--- config.mk ---
export PLATFORM = sky130hd
export DESIGN_NAME = multicycle_ctrl_fsm
export DESIGN_NICKNAME = d
export VERILOG_FILES = /design/src/rtl/rv_ctrl_pkg.sv /design/src/rtl/rv_instr_decoder.sv /design/src/rtl/multicycle_ctrl_fsm.sv
export SDC_FILE = /design/constraint.sdc
export NUM_CORES = 1
export LEC_CHECK = 0
export CORE_ASPECT_RATIO = 1.1
export CORE_MARGIN = 4
export CORE_UTILIZATION = 42
export DETAILED_ROUTE_END_ITERATION = 16
export PLACE_DENSITY_LB_ADDON = 0.05
export SLEW_MARGIN = 0
export SYNTH_ARGS = -nofsm -noshare
export SYNTH_HDL_FRONTEND = slang
export SYNTH_SLANG_ARGS = --single-unit
--- constraint.sdc ---
create_clock -name clk -period 2 [get_ports clk]
set_clock_uncertainty 0.1 [all_clocks]
set_input_delay 0.4 -clock clk [delete_from_list [all_inputs] [get_ports clk]]
set_output_delay 0.4 -clock clk [all_outputs]
set_load 0.03 [all_outputs]
--- src/rtl/rv_ctrl_pkg.sv ---
// Shared encodings for the multi-cycle RV32I-subset controller: opcodes, func fields,
// ALU/WHB codes and the sequencer state type.
package rv_ctrl_pkg;

    localparam logic [6:0] OP_RTYPE = 7'b0110011;
    localparam logic [6:0] OP_ITYPE = 7'b0010011;
    localparam logic [6:0] OP_LOAD  = 7'b0000011;
    localparam logic [6:0] OP_STORE = 7'b0100011;

    localparam logic [2:0] F3_ADD = 3'b000;
    localparam logic [2:0] F3_SLL = 3'b001;
    localparam logic [2:0] F3_W   = 3'b010;
    localparam logic [2:0] F3_X3  = 3'b011;
    localparam logic [2:0] F3_XOR = 3'b100;
    localparam logic [2:0] F3_SRL = 3'b101;
    localparam logic [2:0] F3_OR  = 3'b110;
    localparam logic [2:0] F3_AND = 3'b111;

    localparam logic [6:0] F7_ZERO = 7'b0000000;
    localparam logic [6:0] F7_ALT  = 7'b0100000;

    localparam logic [3:0] ALU_ADD = 4'b0000;
    localparam logic [3:0] ALU_SUB = 4'b0001;
    localparam logic [3:0] ALU_AND = 4'b0010;
    localparam logic [3:0] ALU_OR  = 4'b0100;
    localparam logic [3:0] ALU_XOR = 4'b1000;
    localparam logic [3:0] ALU_SRL = 4'b1001;
    localparam logic [3:0] ALU_SLL = 4'b1010;

    localparam logic [1:0] WHB_BYTE = 2'b00;
    localparam logic [1:0] WHB_HALF = 2'b01;
    localparam logic [1:0] WHB_WORD = 2'b10;

    typedef enum logic [2:0] {
        ST_IDLE,
        ST_FETCH,
        ST_DECODE,
        ST_EXEC,
        ST_MEM,
        ST_WB,
        ST_HALT
    } state_e;

    // ALU code for the shared R/I-type func3 field; SUB is selected separately by func7.
    function automatic logic [3:0] f3_to_alu(input logic [2:0] f3);
        case (f3)
            F3_SLL:  return ALU_SLL;
            F3_XOR:  return ALU_XOR;
            F3_SRL:  return ALU_SRL;
            F3_OR:   return ALU_OR;
            F3_AND:  return ALU_AND;
            default: return ALU_ADD;
        endcase
    endfunction

endpackage

--- src/rtl/rv_instr_decoder.sv ---
// Combinational instruction decoder: IR -> legality, ALU control and memory attributes.
module rv_instr_decoder
    import rv_ctrl_pkg::*;
(
    input  logic [31:0] ir,
    output logic        legal,
    output logic [3:0]  alu_ctrl,
    output logic        alu_src,
    output logic        mem_to_reg,
    output logic        is_load,
    output logic        is_store,
    output logic [1:0]  whb
);

    logic [6:0] opcode;
    logic [2:0] f3;
    logic [6:0] f7;
    logic       f3_alu_ok;
    logic       f3_mem_ok;
    logic       unused_fields;

    assign opcode        = ir[6:0];
    assign f3            = ir[14:12];
    assign f7            = ir[31:25];
    assign unused_fields = ^{ir[24:15], ir[11:7]};

    assign f3_alu_ok = (f3 != F3_W) && (f3 != F3_X3);
    assign f3_mem_ok = (f3 == F3_ADD) || (f3 == F3_SLL) || (f3 == F3_W);

    always_comb begin
        legal      = 1'b0;
        alu_ctrl   = ALU_ADD;
        alu_src    = 1'b0;
        mem_to_reg = 1'b0;
        is_load    = 1'b0;
        is_store   = 1'b0;
        whb        = WHB_BYTE;
        case (opcode)
            OP_RTYPE: begin
                if (f7 == F7_ZERO && f3_alu_ok) begin
                    legal    = 1'b1;
                    alu_ctrl = f3_to_alu(f3);
                end else if (f7 == F7_ALT && f3 == F3_ADD) begin
                    legal    = 1'b1;
                    alu_ctrl = ALU_SUB;
                end
            end
            OP_ITYPE: begin
                // Shift-immediates carry func7 in the upper immediate bits; only the logical forms decode.
                if (f3_alu_ok && ((f3 != F3_SLL && f3 != F3_SRL) || f7 == F7_ZERO)) begin
                    legal    = 1'b1;
                    alu_src  = 1'b1;
                    alu_ctrl = f3_to_alu(f3);
                end
            end
            OP_LOAD: begin
                if (f3_mem_ok) begin
                    legal      = 1'b1;
                    alu_src    = 1'b1;
                    mem_to_reg = 1'b1;
                    is_load    = 1'b1;
                    whb        = f3[1:0];
                end
            end
            OP_STORE: begin
                if (f3_mem_ok) begin
                    legal    = 1'b1;
                    alu_src  = 1'b1;
                    is_store = 1'b1;
                    whb      = f3[1:0];
                end
            end
            default: ;
        endcase
    end

endmodule

--- src/rtl/multicycle_ctrl_fsm.sv ---
// Multi-cycle sequencer: fetch/decode/exec/mem/writeback phases, wait timeout,
// retired-instruction counter and sticky halt flags.
module multicycle_ctrl_fsm
    import rv_ctrl_pkg::*;
#(
    parameter int unsigned TIMEOUT_CYCLES = 64,
    parameter int unsigned CNT_W          = 32
) (
    input  logic             clk,
    input  logic             rst,
    input  logic             run_en,
    output logic             imem_req,
    input  logic             imem_ready,
    input  logic [31:0]      imem_rdata,
    output logic             ir_en,
    output logic [3:0]       alu_ctrl,
    output logic             alu_src,
    output logic             mem_to_reg,
    output logic             dmem_req,
    output logic             dmem_rw,
    output logic [1:0]       dmem_whb,
    input  logic             dmem_ready,
    output logic             rf_we,
    output logic             pc_en,
    output logic [CNT_W-1:0] instret,
    output logic             halted,
    output logic             illegal,
    output logic             timeout
);

    localparam int unsigned WCW = (TIMEOUT_CYCLES > 1) ? $clog2(TIMEOUT_CYCLES) : 1;
    localparam logic [WCW-1:0] WAIT_LAST = WCW'(TIMEOUT_CYCLES - 1);

    state_e         state, next_state;
    logic [31:0]    ir;
    logic [WCW-1:0] wait_cnt;
    logic           is_load_q, is_store_q;

    logic           dec_legal, dec_alu_src, dec_mem_to_reg, dec_is_load, dec_is_store;
    logic [3:0]     dec_alu_ctrl;
    logic [1:0]     dec_whb;

    logic           dec_capture, set_illegal, set_timeout, wait_inc, wait_hit;

    rv_instr_decoder u_dec (
        .ir         (ir),
        .legal      (dec_legal),
        .alu_ctrl   (dec_alu_ctrl),
        .alu_src    (dec_alu_src),
        .mem_to_reg (dec_mem_to_reg),
        .is_load    (dec_is_load),
        .is_store   (dec_is_store),
        .whb        (dec_whb)
    );

    assign wait_hit = (TIMEOUT_CYCLES != 0) && (wait_cnt == WAIT_LAST);
    assign halted   = (state == ST_HALT);

    always_comb begin
        next_state  = state;
        imem_req    = 1'b0;
        dmem_req    = 1'b0;
        ir_en       = 1'b0;
        rf_we       = 1'b0;
        pc_en       = 1'b0;
        dec_capture = 1'b0;
        set_illegal = 1'b0;
        set_timeout = 1'b0;
        wait_inc    = 1'b0;
        case (state)
            ST_IDLE: begin
                if (run_en) next_state = ST_FETCH;
            end
            ST_FETCH: begin
                imem_req = 1'b1;
                // Ready takes priority over the timeout in the cycle the limit is reached.
                if (imem_ready) begin
                    ir_en      = 1'b1;
                    next_state = ST_DECODE;
                end else if (wait_hit) begin
                    set_timeout = 1'b1;
                    next_state  = ST_HALT;
                end else begin
                    wait_inc = 1'b1;
                end
            end
            ST_DECODE: begin
                if (dec_legal) begin
                    dec_capture = 1'b1;
                    next_state  = ST_EXEC;
                end else begin
                    set_illegal = 1'b1;
                    next_state  = ST_HALT;
                end
            end
            ST_EXEC: begin
                next_state = (is_load_q || is_store_q) ? ST_MEM : ST_WB;
            end
            ST_MEM: begin
                dmem_req = 1'b1;
                if (dmem_ready) begin
                    if (is_store_q) begin
                        pc_en      = 1'b1;
                        next_state = ST_IDLE;
                    end else begin
                        next_state = ST_WB;
                    end
                end else if (wait_hit) begin
                    set_timeout = 1'b1;
                    next_state  = ST_HALT;
                end else begin
                    wait_inc = 1'b1;
                end
            end
            ST_WB: begin
                rf_we      = 1'b1;
                pc_en      = 1'b1;
                next_state = ST_IDLE;
            end
            ST_HALT: ;
            default: next_state = ST_IDLE;
        endcase
    end

    always_ff @(posedge clk) begin
        if (rst) begin
            state      <= ST_IDLE;
            ir         <= '0;
            wait_cnt   <= '0;
            is_load_q  <= 1'b0;
            is_store_q <= 1'b0;
            alu_ctrl   <= '0;
            alu_src    <= 1'b0;
            mem_to_reg <= 1'b0;
            dmem_rw    <= 1'b0;
            dmem_whb   <= '0;
            instret    <= '0;
            illegal    <= 1'b0;
            timeout    <= 1'b0;
        end else begin
            state    <= next_state;
            wait_cnt <= wait_inc ? wait_cnt + 1'b1 : '0;
            if (ir_en) ir <= imem_rdata;
            if (dec_capture) begin
                is_load_q  <= dec_is_load;
                is_store_q <= dec_is_store;
                alu_ctrl   <= dec_alu_ctrl;
                alu_src    <= dec_alu_src;
                mem_to_reg <= dec_mem_to_reg;
                dmem_rw    <= dec_is_load;
                dmem_whb   <= dec_whb;
            end
            if (pc_en)       instret <= instret + 1'b1;
            if (set_illegal) illegal <= 1'b1;
            if (set_timeout) timeout <= 1'b1;
        end
    end

endmodule

* Word-level counts from Yosys, hierarchy flattened
Index checks and enable logic that the tools add are counted.
** Word-level totals
- Bits of input ports :: 37
- Output and inout port bits :: 49
- Word-level logic and storage cells :: 96
- Register bits after elaboration :: 84
** Operators by class
- Add/subtract/negate cells :: 2
- Eq/ne operators :: 23
- Reductions and logical operators :: 15
- Mux-type cells :: 43
- Bitwise gates (word level) :: 2
** Operators by type and width (number)
- 32-bit by 1-bit adder with 32-bit output, second input constant :: 1
- 1-bit two-way mux :: 25
- 3-bit == test, second input constant :: 7
- 7-bit by 6-bit == test with 1-bit output, second input constant :: 3
- 4-bit case mux with 5 select lines :: 1
- 3-bit two-way mux :: 6
- 3-bit case mux with 6 select lines :: 1
- 3-bit by 2-bit == test with 1-bit output, second input constant :: 3
- 4-bit two-way mux :: 2
- 1-bit case mux with 2 select lines :: 4
- 4-bit case mux with 2 select lines :: 1
- 7-bit by 2-bit == test with 1-bit output, second input constant :: 1
- 7-bit by 5-bit == test with 1-bit output, second input constant :: 1
- 7-bit zero test :: 1
- 6-bit by 1-bit adder with 6-bit output, second input constant :: 1
- 3-bit by 1-bit == test with 1-bit output, second input constant :: 2
- 6-bit == test, second input constant :: 1
- 3-bit zero test :: 2
- 3-bit by 2-bit inequality test with 1-bit output, second input constant :: 2
- 1-bit logical AND :: 5
- 1-bit logical OR :: 4
- 2-bit two-way mux :: 2
- 2-bit OR reduction :: 2
- 3-bit by 1-bit inequality test with 1-bit output, second input constant :: 1
- 5 further kinds :: 6

* Depth between registers and ports, before layout
- Word-level depth :: 8
- Mapped depth :: 8
- Depth with buffers taken out :: 6

* Cells and area by module
Synthesis repeated with hierarchy kept, for this count alone.
** Unflattened totals
- Cells, all modules :: 470
- Area total of the unflattened synthesis :: 3766.1 µm²
** By module, submodules not included
- multicycle_ctrl_fsm :: cells an instance 433, times used 1, area each 3507.1 µm², seq. area each 1701.6 µm²
- rv_instr_decoder :: cells an instance 37, times used 1, area each 259.0 µm², seq. area each 0.0 µm²

* Worst setup path after synthesis
Ideal clock, no wire load.
- Path kind :: reg-to-output
- From :: register state[2]
- To :: output ir_en
- Data required time :: 1.500 ns
- Buffers on the path :: 2
- Arrival :: 1.862 ns
- Cell stages (with the launch flop) :: 7
- Path slack :: -0.362 ns
- Path through :: dfxtp_1 -> buf_2 -> nand2b_1 -> nor2_1 -> nand2_1 -> clkinv_1 -> buf_2
** On the way
- Cells in the longest elaborated chain, start to end :: 2
** RTL lines
- start: declaration :: line multicycle_ctrl_fsm.sv:34 : state_e state, next_state;
- start signal: assignment :: line multicycle_ctrl_fsm.sv:141 : state <= next_state;
- 3-bit by 1-bit == test with 1-bit output :: line multicycle_ctrl_fsm.sv:70 : case (state)
- 1-bit two-way mux :: line multicycle_ctrl_fsm.sv:70
- end: declaration :: line multicycle_ctrl_fsm.sv:15 : output logic ir_en,
No other way between the ends.

* Final worst setup path
- From :: register instret[7]
- To :: output instret[7]
** RTL lines
- start: declaration :: line multicycle_ctrl_fsm.sv:25 : output logic [CNT_W-1:0] instret,
- start signal: assignment :: line multicycle_ctrl_fsm.sv:153 : if (pc_en) instret <= instret + 1'b1;
No word-level cell between the ends.

==> results.sh <==
export IMPL_status="complete, no violations"
export IMPL_worst_pin_slew_ns=0.3746
export IMPL_rr_endpoint="instret[31]"
export IMPL_regToRegSetupSlack_ns=0.06
export IMPL_drv_slew=0
export IMPL_ios=86
export IMPL_n_fill_cell=666
export IMPL_synth_xor_area_share_pct=5.422
export IMPL_post_route_period_util_pct=97.58
export IMPL_r2r_start="instret[4]"
export IMPL_row_count=33
export IMPL_drtIter0Drc=97
export IMPL_ys_seq_area_share_pct=42.76
export IMPL_overflow=0
export IMPL_required_ns=1.50
export IMPL_cts_root_buf="clkbuf_8"
export IMPL_start_kind="flop"
export IMPL_htreeDepth=3
export IMPL_arrival_ns=1.45
export IMPL_synthArstFlopShare_pct=0
export IMPL_synth_top_family_by_area="simple AND/OR/NAND/NOR gates"
export IMPL_place_ws_ns=-0.3117
export IMPL_n_antenna_cell=0
export IMPL_whs_path_depth=1
export IMPL_synth_edf_count=0
export IMPL_cts_buffers=9
export IMPL_syn_inst=395
export IMPL_cts_hold_buf=0
export IMPL_area_growth_pct=45.04
export IMPL_path_class="flop to output port"
export IMPL_fin_setup_tns_ns=0
export IMPL_synth_cell_type_count=53
export IMPL_drc=0
export IMPL_via_per_inst=5.107
export IMPL_setup_viol=0
export IMPL_final_common_cell="nand2_1"
export IMPL_grt_pass1_vias=3101
export IMPL_fin_ws_ns=0.04844
export IMPL_clock_path_buffers=2
export IMPL_max_slew_margin_rel_pct=74.38
export IMPL_max_freq_mhz=512.4
export IMPL_wl_per_cell_um=13.37
export IMPL_placed_area_um2=4352
export IMPL_max_vdd_ir_drop_v=0.0003558
export IMPL_grt_pass1_wl_um=14070
export IMPL_internal_power_w=0.002256
export IMPL_synthMuxAreaShare_pct=0
export IMPL_core_area_um2=7473
export IMPL_switching_share_pct=26.84
export IMPL_place_gp_congestion=0.8214
export IMPL_final_cell_mix="61 x nand2_1, 54 x buf_4, 48 x dfxtp_1, 48 x clkdlybuf4s50_1, 40 x a21oi_1"
export IMPL_p_switching_w=0.0008275
export IMPL_reg2reg_depth=5
export IMPL_finalNonFillerCells=618
export IMPL_synth_compound_area_share_pct=15.38
export IMPL_die_w_um=91.62
export IMPL_start_util_pct=43.23
export IMPL_clk_latency_ns=0.34
export IMPL_synth_nets=434
export IMPL_wl_um=8265
export IMPL_drv_cap=0
export IMPL_rsz0062_at_grt="yes"
export IMPL_grt_max_degree=33
export IMPL_hold_violations=0
export IMPL_antenna_left=0
export IMPL_grt_usage_pct=18.91
export IMPL_grt_antenna_before_repair=0
export IMPL_worst_path_max_delay_cell="clkdlybuf4s50_1"
export IMPL_tritoncts="yes"
export IMPL_ff_latch_area_um2=1415
export IMPL_drive_above_1_share_pct=23.20
export IMPL_clk_pin_slew_ns=0.08
export IMPL_power_w=0.003083
export IMPL_syn_area_um2=3231
export IMPL_dpl_cell_count=599
export IMPL_dr_pass1_iters=4
export IMPL_multi_input_area_um2=1783
export IMPL_p_per_area_nw_per_um2=658.0
export IMPL_p_leak_nw=1.958
export IMPL_hp_start="wait_cnt[0]"
export IMPL_design_area_um2=4686
export IMPL_synth_seq_cells=69
export IMPL_syn_avg_cell_area_um2=8.179
export IMPL_clock_power_share_pct=38.4
export IMPL_layout_min_cycle_time_ns=1.952
export IMPL_vias=3156
export IMPL_clock_sinks=69
export IMPL_ys_flop_type="dfxtp_1"
export IMPL_worst_setup_path_end_kind="output port"
export IMPL_layout_nets=547
export IMPL_synthAdderAreaFrac_pct=0.7746
export IMPL_synth_simple_area_share_pct=31.72
export IMPL_min_to="wait_cnt[0]"
export IMPL_crit_path_max_incr_delay_ns=0.66
export IMPL_portBuffers=70
export IMPL_fp_dieArea_um2=9161
export IMPL_p_seq_share_pct=47.1
export IMPL_hold_class="flop to flop"
export IMPL_die_y_um=99.99
export IMPL_pwr_share_comb_pct=14.5
export IMPL_yosys_warnings=0
export IMPL_worstPathMaxFanout=3
export IMPL_dp_hpwl_um=6067
export IMPL_cp_cell_sequence="buf_4 > clkdlybuf4s50_1"
==> power groups by stage <==
stage | clock network (W) | registers, W | logic [W]
2_1_floorplan | 0 | 0.00147 | 0.000263
3_3_place_gp | 0 | 0.00148 | 0.000423
3_5_place_dp | 0 | 0.00148 | 0.000426
4_1_cts | 0.00122 | 0.00145 | 0.000433
5_1_grt | 0.00129 | 0.00146 | 0.000491
6_report | 0.00119 | 0.00145 | 0.000446
==> critical path: cells and delay by family, from the launching register on <==
family	cells	cell delay [ns]
buffers and inverters	2	0.77
flip-flops	1	0.34
==> kinds of logic (layout without fill, tap and decap cells) <==
kind of cell / Yosys count / in the layout
and+or+nand+nor: 191 / 191
AOI/OAI and AO/OA: 83 / 83
DFF: 69 / 69
buffers and inverters: 30 / 148
xor gates and xnor gates: 20 / 20
adders and majority gates: 2 / 2
==> stage by stage <==
stage / utilization (%) / hold WS [ns]
5_1_grt: 62.70 / 0.3705
3_3_place_gp: 58.23 / 0.3318
3_5_place_dp: 58.23 / 0.3393
6_report: 62.70 / 0.3561
2_1_floorplan: - / 0.3175
4_1_cts: 61.23 / 0.3578
==> Yosys cell counts (3+ instances only) <==
| cell | count | share of area, % |
|---|---|---|
| clkbuf_1 | 9 | 1.0 |
| a21oi_1 | 42 | 6.5 |
| nor4b_1 | 3 | 0.81 |
| nand2b_1 | 4 | 0.77 |
| o21ai_0 | 16 | 2.5 |
| nand2_1 | 61 | 7.1 |
| nor2_1 | 34 | 4.0 |
| and2_1 | 3 | 0.58 |
| dfxtp_1 | 69 | 43 |
| inv_1 | 10 | 1.2 |
| xor2_1 | 11 | 3.0 |
| nor4_4 | 4 | 2.6 |
| buf_2 | 5 | 0.77 |
| o21a_1 | 3 | 0.70 |
| nand4_1 | 9 | 1.7 |
| xnor2_1 | 9 | 2.4 |
| and3_1 | 8 | 1.5 |
| nand3_1 | 29 | 4.5 |
| or3_1 | 11 | 2.1 |
| nor3_1 | 7 | 1.1 |
==> worst max path at each step <==
stage,startpoint,to,slack (ns)
2_1_floorplan,state[2],ir_en,-0.02
3_3_place_gp,dmem_ready,instret[31],-0.31
6_report,instret[7],instret[7],0.05
4_1_cts,instret[23],instret[23],0.0004
5_1_grt,instret[4],instret[19],-0.02
3_5_place_dp,dmem_ready,instret[30],-0.31
==> layer usage <==
metal | GRT usage (%) | vias to the layer above | share of wire, %
li1 | - | 1621 | -
met1 | 23.24 | 1459 | 46
met2 | 32.04 | 63 | 49
met3 | 3.523 | 13 | 3.5
met4 | 8.817 | 0 | 1.9
met5 | 0 | - | 0
==> state kept, by name, indices dropped and copies added (netlist names) <==
register / cells
instret: 32
ir: 17
wait_cnt: 6
alu_ctrl: 4
state: 3
dmem_whb: 2
alu_src: 1
illegal: 1
is_load_q: 1
is_store_q: 1
timeout: 1
==> final cells by class <==
class | instances | area share, %
inverter | 12 | 0.9613
timing repair buffer | 120 | 23.50
clock inverter | 5 | 1.255
clock buffer | 11 | 3.231
sequential | 69 | 30.20
multi-input combinational | 296 | 38.05
tap | 105 | 2.804
==> timing repair <==
item / in CTS / in global routing
setup endpoints to repair: 4 / 30
resized for setup: 5 / 28
gates cloned: 0 / 0
buffers inserted: 0 / 3
pin swaps: 0 / 8
Note: power is estimated with default switching activity, not from simulation.
